==> src/rtl/wisc_pkg.sv <==
// Shared definitions for the WISC pipeline: opcodes, flag bit positions and
// the per-opcode flag-update mask.
package wisc_pkg;

  localparam int DATA_W = 16;

  localparam int FLAG_N = 2;
  localparam int FLAG_Z = 1;
  localparam int FLAG_V = 0;

  typedef enum logic [3:0] {
    OP_ADD    = 4'b0000,
    OP_SUB    = 4'b0001,
    OP_XOR    = 4'b0010,
    OP_RED    = 4'b0011,
    OP_SLL    = 4'b0100,
    OP_SRA    = 4'b0101,
    OP_ROR    = 4'b0110,
    OP_PADDSB = 4'b0111,
    OP_LW     = 4'b1000,
    OP_SW     = 4'b1001,
    OP_LLB    = 4'b1010,
    OP_LHB    = 4'b1011,
    OP_B      = 4'b1100,
    OP_BR     = 4'b1101,
    OP_PCS    = 4'b1110,
    OP_HLT    = 4'b1111
  } opcode_t;

  // Which of N/Z/V an opcode is allowed to overwrite; bit positions follow FLAG_*.
  function automatic logic [2:0] flag_mask(opcode_t op);
    logic [2:0] m;
    m = 3'b000;
    case (op)
      OP_ADD, OP_SUB: begin
        m[FLAG_N] = 1'b1;
        m[FLAG_Z] = 1'b1;
        m[FLAG_V] = 1'b1;
      end
      OP_XOR, OP_SLL, OP_SRA, OP_ROR: m[FLAG_Z] = 1'b1;
      default: m = 3'b000;
    endcase
    return m;
  endfunction

endpackage

==> src/rtl/flag_reg.sv <==
// Architectural N/Z/V flag register with per-opcode masked update.
// Define FLAG_BYPASS_EN to forward next-state flags combinationally to the outputs.
module flag_reg
  import wisc_pkg::*;
#(
  parameter int DATA_W = wisc_pkg::DATA_W
) (
  input  logic              clk,
  input  logic              rst_n,
  input  logic              update_en,
  input  logic [3:0]        opcode,
  input  logic [DATA_W-1:0] result,
  input  logic              ovfl,
  output logic              flag_n,
  output logic              flag_z,
  output logic              flag_v
);

  logic [2:0] flags_q;
  logic [2:0] flags_d;
  logic [2:0] mask;
  logic [2:0] new_flags;
  logic [2:0] flags_out;

  always_comb begin
    mask      = update_en ? flag_mask(opcode_t'(opcode)) : 3'b000;
    new_flags = 3'b000;
    new_flags[FLAG_N] = result[DATA_W-1];
    new_flags[FLAG_Z] = (result == '0);
    new_flags[FLAG_V] = ovfl;
    flags_d = (flags_q & ~mask) | (new_flags & mask);
  end

  always_ff @(posedge clk) begin
    if (!rst_n) flags_q <= 3'b000;
    else        flags_q <= flags_d;
  end

  // flags_d equals flags_q whenever no update is pending, so forwarding it is safe.
`ifdef FLAG_BYPASS_EN
  assign flags_out = flags_d;
`else
  assign flags_out = flags_q;
`endif

  assign flag_n = flags_out[FLAG_N];
  assign flag_z = flags_out[FLAG_Z];
  assign flag_v = flags_out[FLAG_V];

endmodule

==> src/rtl/ex_mem_flag_stage.sv <==
// EX/MEM pipeline register with stall/flush control; owns the N/Z/V flags via flag_reg.
// Optional FLAG_BYPASS_EN (see flag_reg) forwards pending flag updates combinationally.
module ex_mem_flag_stage #(
  parameter int DATA_W = wisc_pkg::DATA_W,
  parameter int REG_AW = 4,
  parameter int OP_W   = 4
) (
  input  logic              clk,
  input  logic              rst_n,
  input  logic              ex_valid,
  input  logic [OP_W-1:0]   ex_opcode,
  input  logic [DATA_W-1:0] ex_result,
  input  logic              ex_ovfl,
  input  logic [REG_AW-1:0] ex_rd,
  input  logic              ex_wr_en,
  input  logic              stall,
  input  logic              flush,
  output logic              mem_valid,
  output logic [DATA_W-1:0] mem_result,
  output logic [REG_AW-1:0] mem_rd,
  output logic              mem_wr_en,
  output logic [OP_W-1:0]   mem_opcode,
  output logic              flag_n,
  output logic              flag_z,
  output logic              flag_v
);

  logic              valid_q,  valid_d;
  logic              wr_en_q,  wr_en_d;
  logic [DATA_W-1:0] result_q, result_d;
  logic [REG_AW-1:0] rd_q,     rd_d;
  logic [OP_W-1:0]   opcode_q, opcode_d;
  logic              flag_update_en;

  // Flush wins over stall; data fields simply hold on a flush.
  always_comb begin
    valid_d  = valid_q;
    wr_en_d  = wr_en_q;
    result_d = result_q;
    rd_d     = rd_q;
    opcode_d = opcode_q;
    if (flush) begin
      valid_d = 1'b0;
      wr_en_d = 1'b0;
    end else if (!stall) begin
      valid_d  = ex_valid;
      wr_en_d  = ex_wr_en & ex_valid;
      result_d = ex_result;
      rd_d     = ex_rd;
      opcode_d = ex_opcode;
    end
  end

  always_ff @(posedge clk) begin
    if (!rst_n) begin
      valid_q  <= 1'b0;
      wr_en_q  <= 1'b0;
      result_q <= '0;
      rd_q     <= '0;
      opcode_q <= '0;
    end else begin
      valid_q  <= valid_d;
      wr_en_q  <= wr_en_d;
      result_q <= result_d;
      rd_q     <= rd_d;
      opcode_q <= opcode_d;
    end
  end

  // rst_n is folded in so a bypassed flag never shows an update that reset discards.
  assign flag_update_en = rst_n & ~flush & ~stall & ex_valid;

  flag_reg #(
    .DATA_W (DATA_W)
  ) u_flag_reg (
    .clk       (clk),
    .rst_n     (rst_n),
    .update_en (flag_update_en),
    .opcode    (ex_opcode[3:0]),
    .result    (ex_result),
    .ovfl      (ex_ovfl),
    .flag_n    (flag_n),
    .flag_z    (flag_z),
    .flag_v    (flag_v)
  );

  assign mem_valid  = valid_q;
  assign mem_wr_en  = wr_en_q;
  assign mem_result = result_q;
  assign mem_rd     = rd_q;
  assign mem_opcode = opcode_q;

endmodule

==> config.mk <==
export PLATFORM = sky130hd
export DESIGN_NAME = ex_mem_flag_stage
export DESIGN_NICKNAME = d
export VERILOG_FILES = /design/src/rtl/wisc_pkg.sv /design/src/rtl/flag_reg.sv /design/src/rtl/ex_mem_flag_stage.sv
export SDC_FILE = /design/constraint.sdc
export NUM_CORES = 1
export LEC_CHECK = 0
export ABC_AREA = 1
export CORE_AREA = 2 2 43 75
export DETAILED_ROUTE_END_ITERATION = 8
export DIE_AREA = 0 0 45 77
export GPL_ROUTABILITY_DRIVEN = 1
export PLACE_DENSITY = 0.8
export SYNTH_ARGS = -nofsm -noshare
export SYNTH_HDL_FRONTEND = slang
export SYNTH_SLANG_ARGS = --single-unit
==> constraint.sdc <==
create_clock -name clk -period 2.2 [get_ports clk]
set_clock_uncertainty 0.1 [all_clocks]
set_input_delay 0.22 -clock clk [delete_from_list [all_inputs] [get_ports clk]]
set_output_delay 0.22 -clock clk [all_outputs]
set_load 0.02 [all_outputs]
==> reports/metrics.cfg, run 1 <==
[global_route]
grt.total_usage_pct = 17.7
globalRouteOverflowTotal = 0
global_route_wire_length_before_repair_um = 4490
use_met3_pct = 5.88
globalRouteMet1Util_pct = 17.7
grt_start_max_net_pins = 29
grt_busiest_layer = met2
grt_antenna_before_repair = 0
number_of_global_route_vias_before_repair = 1097
use_met2_pct = 30.1

[power]
static-leakage-power_nw = 0.717
power.switching_fraction_pct = 25.0
overall_power_of_the_completed_layout_mw = 1.23
p_per_area_mw_per_mm2 = 688
p_sw_mw = 0.308
comb_power_share_pct = 18.9
share_clk_of_total_power_pct = 34.7
cell_internal_pwr_mw = 0.926
worst_vdd_drop_v = 0.000534
pwr-share-seq_pct = 46.4

[layout]
antenna_cells = 0
flow.area_growth_from_synthesis_pct = 59.2
drive_gt1_share_pct = 5.16
fillerInstances = 252
finish.net_count = 244

[sta]
setup_viol_count_final = 0
achievable-frequency_ghz = 0.639
rsz_0062_raised_after_global_routing = false
final.hold.worst_slack_ps = 361
timing_max_transition_violations_final = 0
final-hold-violation-count = 0
tightest_slew_ps = 395
min_period_over_period_pct = 71.1
setup_total_negative_slack_ps = 0
final_period_minus_worst_setup_slack_ps = 1570
timing.slew.headroom_pct = 73.6

[run]
maxCapViolCount = 0

[drt]
drtPass1Iterations = 4
drtIter0Drc = 7
postRouteAntennaNets = 0
post_drt_via_cell_ratio = 4.74
via_count = 1143
routed_wire_length_per_instance_um = 11.6
detail_route.wirelength_um = 2790
drcViolationCount = 0

[floorplanning]
initial_utilization_pct = 39.4
design.portCount = 60
core_area_mm2 = 0.00286
design.die.area_mm2 = 0.00347
die_height_um = 77
core.rowCount = 26
die-width_um = 45

[clock_network]
clk_root_buffer_cell = sky130_fd_sc_hd__clkbuf_8
hold_buffers = 0
clock_tree.buffer_depth = 2
numCtsBuffers = 5
clock_tree.htree_level_count = 2
clk_transition_reported_paths_ps = 60
ctsResizeCount = 0
cts_tree = built
cts.sinks = 29
post-cts-setup-buffer-count = 0
clock_insertion_delay_worst_skew_ps = 280

[worst_setup_path]
slowest_delay_ps = 620
worst-path-max-fanout = 2
crit_path_top_delay_cell = sky130_fd_sc_hd__clkdlybuf4s50_1
cp.buffers_inverters = 1
crit_required_ps = 1880
critical_path.startpoint_type = flop
critPathCaptureType = output pin
cpLargestDelayFamily = buffers and inverters
crit_chain = clkdlybuf4s50_1
cp_data_arrival_time_ps = 1250
worst-setup-path-type = reg -> out

[place]
buffer_ports.inserted = 59
globalplace.congestion = 0.722
place_hpwl_um = 2030

[synthesis]
ys.warnings.count = 0
synth_top_area_cell = sky130_fd_sc_hd__dfxtp_1
synth_sequential_area_ratio_pct = 51.5
synth.lib_cells_used.distinct = 16
syn_nets = 184
synthTopCellsByArea = sky130_fd_sc_hd__dfxtp_1 (51%), sky130_fd_sc_hd__nor2_1 (21%), sky130_fd_sc_hd__o21ai_0 (10%)
yosys_register_bits = 29
avgSynthCellArea_um2 = 7.37
syn_area_mm2 = 0.00113
synth_top_area_share_pct = 51.5
syn_inst = 153

[min_path]
worstHoldPathType = reg -> reg

[run_status]
outcome = complete, no violations

## per-layer routing
| layer | vias up | share of wire [%] |
|---|---|---|
| met5 | - | 0 |
| met1 | 500 | 37 |
| met4 | 0 | 2.7 |
| li1 | 597 | - |
| met3 | 7 | 6.7 |
| met2 | 39 | 53 |
## power by group through the flow
stage | logic [mW] | clock network, mW | registers (mW)
global placement | 0.231 | 0 | 0.584
finish | 0.233 | 0.429 | 0.573
global route | 0.255 | 0.458 | 0.576
CTS | 0.235 | 0.441 | 0.573
detailed placement | 0.234 | 0 | 0.584
floorplan | 0.0722 | 0 | 0.620
## cell usage after synthesis (all sizes together)
cell    instances
inv             8
clkbuf          1
nor2           63
nor3            1
a21oi           2
buf             6
o22ai           1
o21ai          27
nand2          15
dfxtp          29
## final cells by class
cell class                 count  area, um2  area share (%)
timing repair buffer          60        598            33.3
sequential                    29        581            32.4
multi-input combinational    109        464            25.9
clock buffer                   7       86.3            4.81
tap                           28       35.0            1.95
inverter                       8       30.0            1.67
## cells by family after synthesis
family                 count (synthesis)  synth area share, %
AOI/OAI and AO/OA                     30                 13.4
buffers and inverters                 15                 7.33
and+or+nand+nor                       79                 27.7
DFF                                   29                 51.5
## cell usage in the layout (no fill, tap or decap)
master                            instances
sky130_fd_sc_hd__a21oi_1                  2
sky130_fd_sc_hd__buf_4                    1
sky130_fd_sc_hd__clkbuf_1                 1
sky130_fd_sc_hd__clkbuf_8                 6
sky130_fd_sc_hd__clkdlybuf4s50_1         59
sky130_fd_sc_hd__dfxtp_1                 29
sky130_fd_sc_hd__inv_1                    6
sky130_fd_sc_hd__inv_2                    2
sky130_fd_sc_hd__nand2_1                 14
sky130_fd_sc_hd__nand2_4                  1
sky130_fd_sc_hd__nor2_1                  62
sky130_fd_sc_hd__nor2_4                   1
sky130_fd_sc_hd__nor3_1                   1
sky130_fd_sc_hd__o21ai_0                 23
sky130_fd_sc_hd__o21ai_1                  4
sky130_fd_sc_hd__o22ai_1                  1
## stage by stage
step           setup slack, ps  util (%)  cell area (um2)  std cells
6_report                   635      62.7             1790        241
5_1_grt                    603      62.7             1790        241
4_1_cts                    623      62.7             1790        241
3_5_place_dp               509      59.7             1710        234
3_3_place_gp               562      59.7             1710        234
2_1_floorplan             1240         -             1130        153
## path summary, 6_finish.rpt
| kind | start | endpoint | slack (ps) | depth (start not counted) |
|---|---|---|---|---|
| hold reg to reg | mem_wr_en | mem_wr_en | 360 | 2 |
| setup / recovery | mem_result[9] | mem_result[9] | 630 | 1 |
| setup reg to reg | flop | flop | 1410 | 4 |
| hold / removal | mem_wr_en | mem_wr_en | 360 | 2 |
(Power assumes the default switching activity.)
==> run 2, diff against run 1 <==
Settings changed: CORE_AREA 2 2 43 75 to 2 2 45 78, DIE_AREA 0 0 45 77 to 0 0 47 80, PLACE_DENSITY 0.8 to 0.74.
Clock period 2.2 ns to 1.5 ns, I/O delays scaled along.
==> run 2 against run 1 <==
Effect of this change:
- non-clock buffer count increased by 2
- final area rose by 4.8%
- cell count up 7.5%
- global-route usage decreased by 1.1 points
- sequential share of layout area shrank 1.5 points
- clock-buffer cell count grew 1
- first-iteration DRC count rose by 86%
- register-to-register slack worse by 690 ps
- utilization down 2.2 points
- die area grew 8.5%
- largest cell class unchanged
- highest routed layer unchanged
==> reports/metrics.cfg, run 2 (synthesized netlist as in run 1, its figures left out) <==
[worst_setup_path]
critPathCaptureType = output pin
crit_required_ps = 1250
cp_data_arrival_time_ps = 1220
worst-setup-path-type = reg -> out
cpLargestDelayFamily = buffers and inverters
worst-path-max-fanout = 2
cp.buffers_inverters = 1
slowest_delay_ps = 620
crit_path_top_delay_cell = sky130_fd_sc_hd__clkdlybuf4s50_1
critical_path.startpoint_type = flop
r2r_setup_slk_ps = 720
crit_chain = clkdlybuf4s50_1
worstRegToRegCells = 4

[floorplanning]
design.die.area_mm2 = 0.00376
core.rowCount = 27
initial_utilization_pct = 36.3
core_area_mm2 = 0.00311
design.portCount = 60
die-width_um = 47
die_height_um = 80

[clock_network]
numCtsBuffers = 5
clock_tree.htree_level_count = 2
clock_insertion_delay_worst_skew_ps = 270
post-cts-setup-buffer-count = 0
clk_root_buffer_cell = sky130_fd_sc_hd__clkbuf_8
cts.sinks = 29
cts_tree = built
clock_tree.buffer_depth = 2
hold_buffers = 0
clk_transition_reported_paths_ps = 60

[run]
maxCapViolCount = 0

[sta]
final-hold-violation-count = 0
final_period_minus_worst_setup_slack_ps = 1470
achievable-frequency_ghz = 0.681
setup_viol_count_final = 0
setup_total_negative_slack_ps = 0
timing_max_transition_violations_final = 0
tightest_slew_ps = 258
final.setup.worst_slack_ps = 32.5
rsz_0062_raised_after_global_routing = false
timing.slew.headroom_pct = 82.8
min_period_over_period_pct = 97.8

[min_path]
hold_path_startpoint = ex_wr_en
timing.hold.worst_path_depth = 3
min_to = mem_wr_en
worstHoldPathType = in -> reg

[power]
p_per_area_mw_per_mm2 = 945
worst_vdd_drop_v = 0.000652
static-leakage-power_nw = 0.960

[layout]
finish.net_count = 246
flow.area_growth_from_synthesis_pct = 66.8
finish.utilization_pct = 60.5
antenna_cells = 0
drive_gt1_share_pct = 5.56
layout.cells.most_common_list = sky130_fd_sc_hd__nor2_1 (62), sky130_fd_sc_hd__clkdlybuf4s50_1 (44), sky130_fd_sc_hd__dfxtp_1 (29)
stdcell_count = 259
layout.cells.most_common = sky130_fd_sc_hd__nor2_1

[place]
place_hpwl_um = 2160
globalplace.congestion = 0.792
buffer_ports.inserted = 59
post-place-cells = 251
preCtsSetupSlack_ps = 94.7

[drt]
detail_route.wirelength_um = 2880
drcViolationCount = 0
drtIter0Drc = 13
postRouteAntennaNets = 0
post_drt_via_cell_ratio = 4.41
routed_wire_length_per_instance_um = 11.1
drtPass1Iterations = 3
via_count = 1142

[global_route]
number_of_global_route_vias_before_repair = 1045
global_route_wire_length_before_repair_um = 4480
grt_start_max_net_pins = 29
grt_antenna_before_repair = 0
globalRouteOverflowTotal = 0
grt.total_usage_pct = 16.6

[run_status]
outcome = complete, no violations

-- run 2: worst max path at each step --
stage	start	endpoint	slack, ps	depth (start not counted)
after floorplan	flush	flop	610	6
after global placement	stall	mem_opcode[3]	130	7
after detailed placement	stall	mem_result[12]	90	7
after CTS	mem_result[8]	mem_result[8]	7	1
after global routing	mem_result[11]	mem_result[11]	0.2	1
final	mem_result[11]	mem_result[11]	30	1
-- run 2: where the power goes --
part	internal [mW]	switching (mW)	total (mW)	leakage, nW
Combinational	0.186	0.165	0.351	0.682
Clock	0.328	0.261	0.589	0.0395
Sequential	0.816	0.0209	0.837	0.239
Total	1.33	0.447	1.78	0.960
-- run 2: final cells by class --
| type | count | area (um2) |
|---|---|---|
| fillers | 302 | 1230 |
| repair buffers | 62 | 672 |
| flip-flops and latches | 29 | 581 |
| multi-input cells | 109 | 464 |
| clock buffers | 8 | 80.1 |
| well taps | 43 | 53.8 |
| inverters | 8 | 30.0 |
-- run 2: repair_timing --
item / in CTS / in global routing
resized for setup: 1 / 14
pin swaps: 0 / 0
setup endpoints to repair: 1 / 14
hold endpoints to repair: 0 / 0
gates cloned: 0 / 0
-- run 2: per-layer routing --
metal,wire (um),part of all wire (%),GRT usage [%]
met3,154,5.3,5.88
met5,0,0,0
met2,1590,55,28.8
met4,50,1.7,6.67
met1,1090,38,17.1
-- run 2: through the flow --
step	hold slack, ps	power, mW	area [um2]
after CTS	332	1.81	1850
after global placement	361	1.21	1770
final	338	1.78	1880
after global routing	366	1.88	1880
after floorplan	163	1.01	1130
after detailed placement	372	1.21	1770
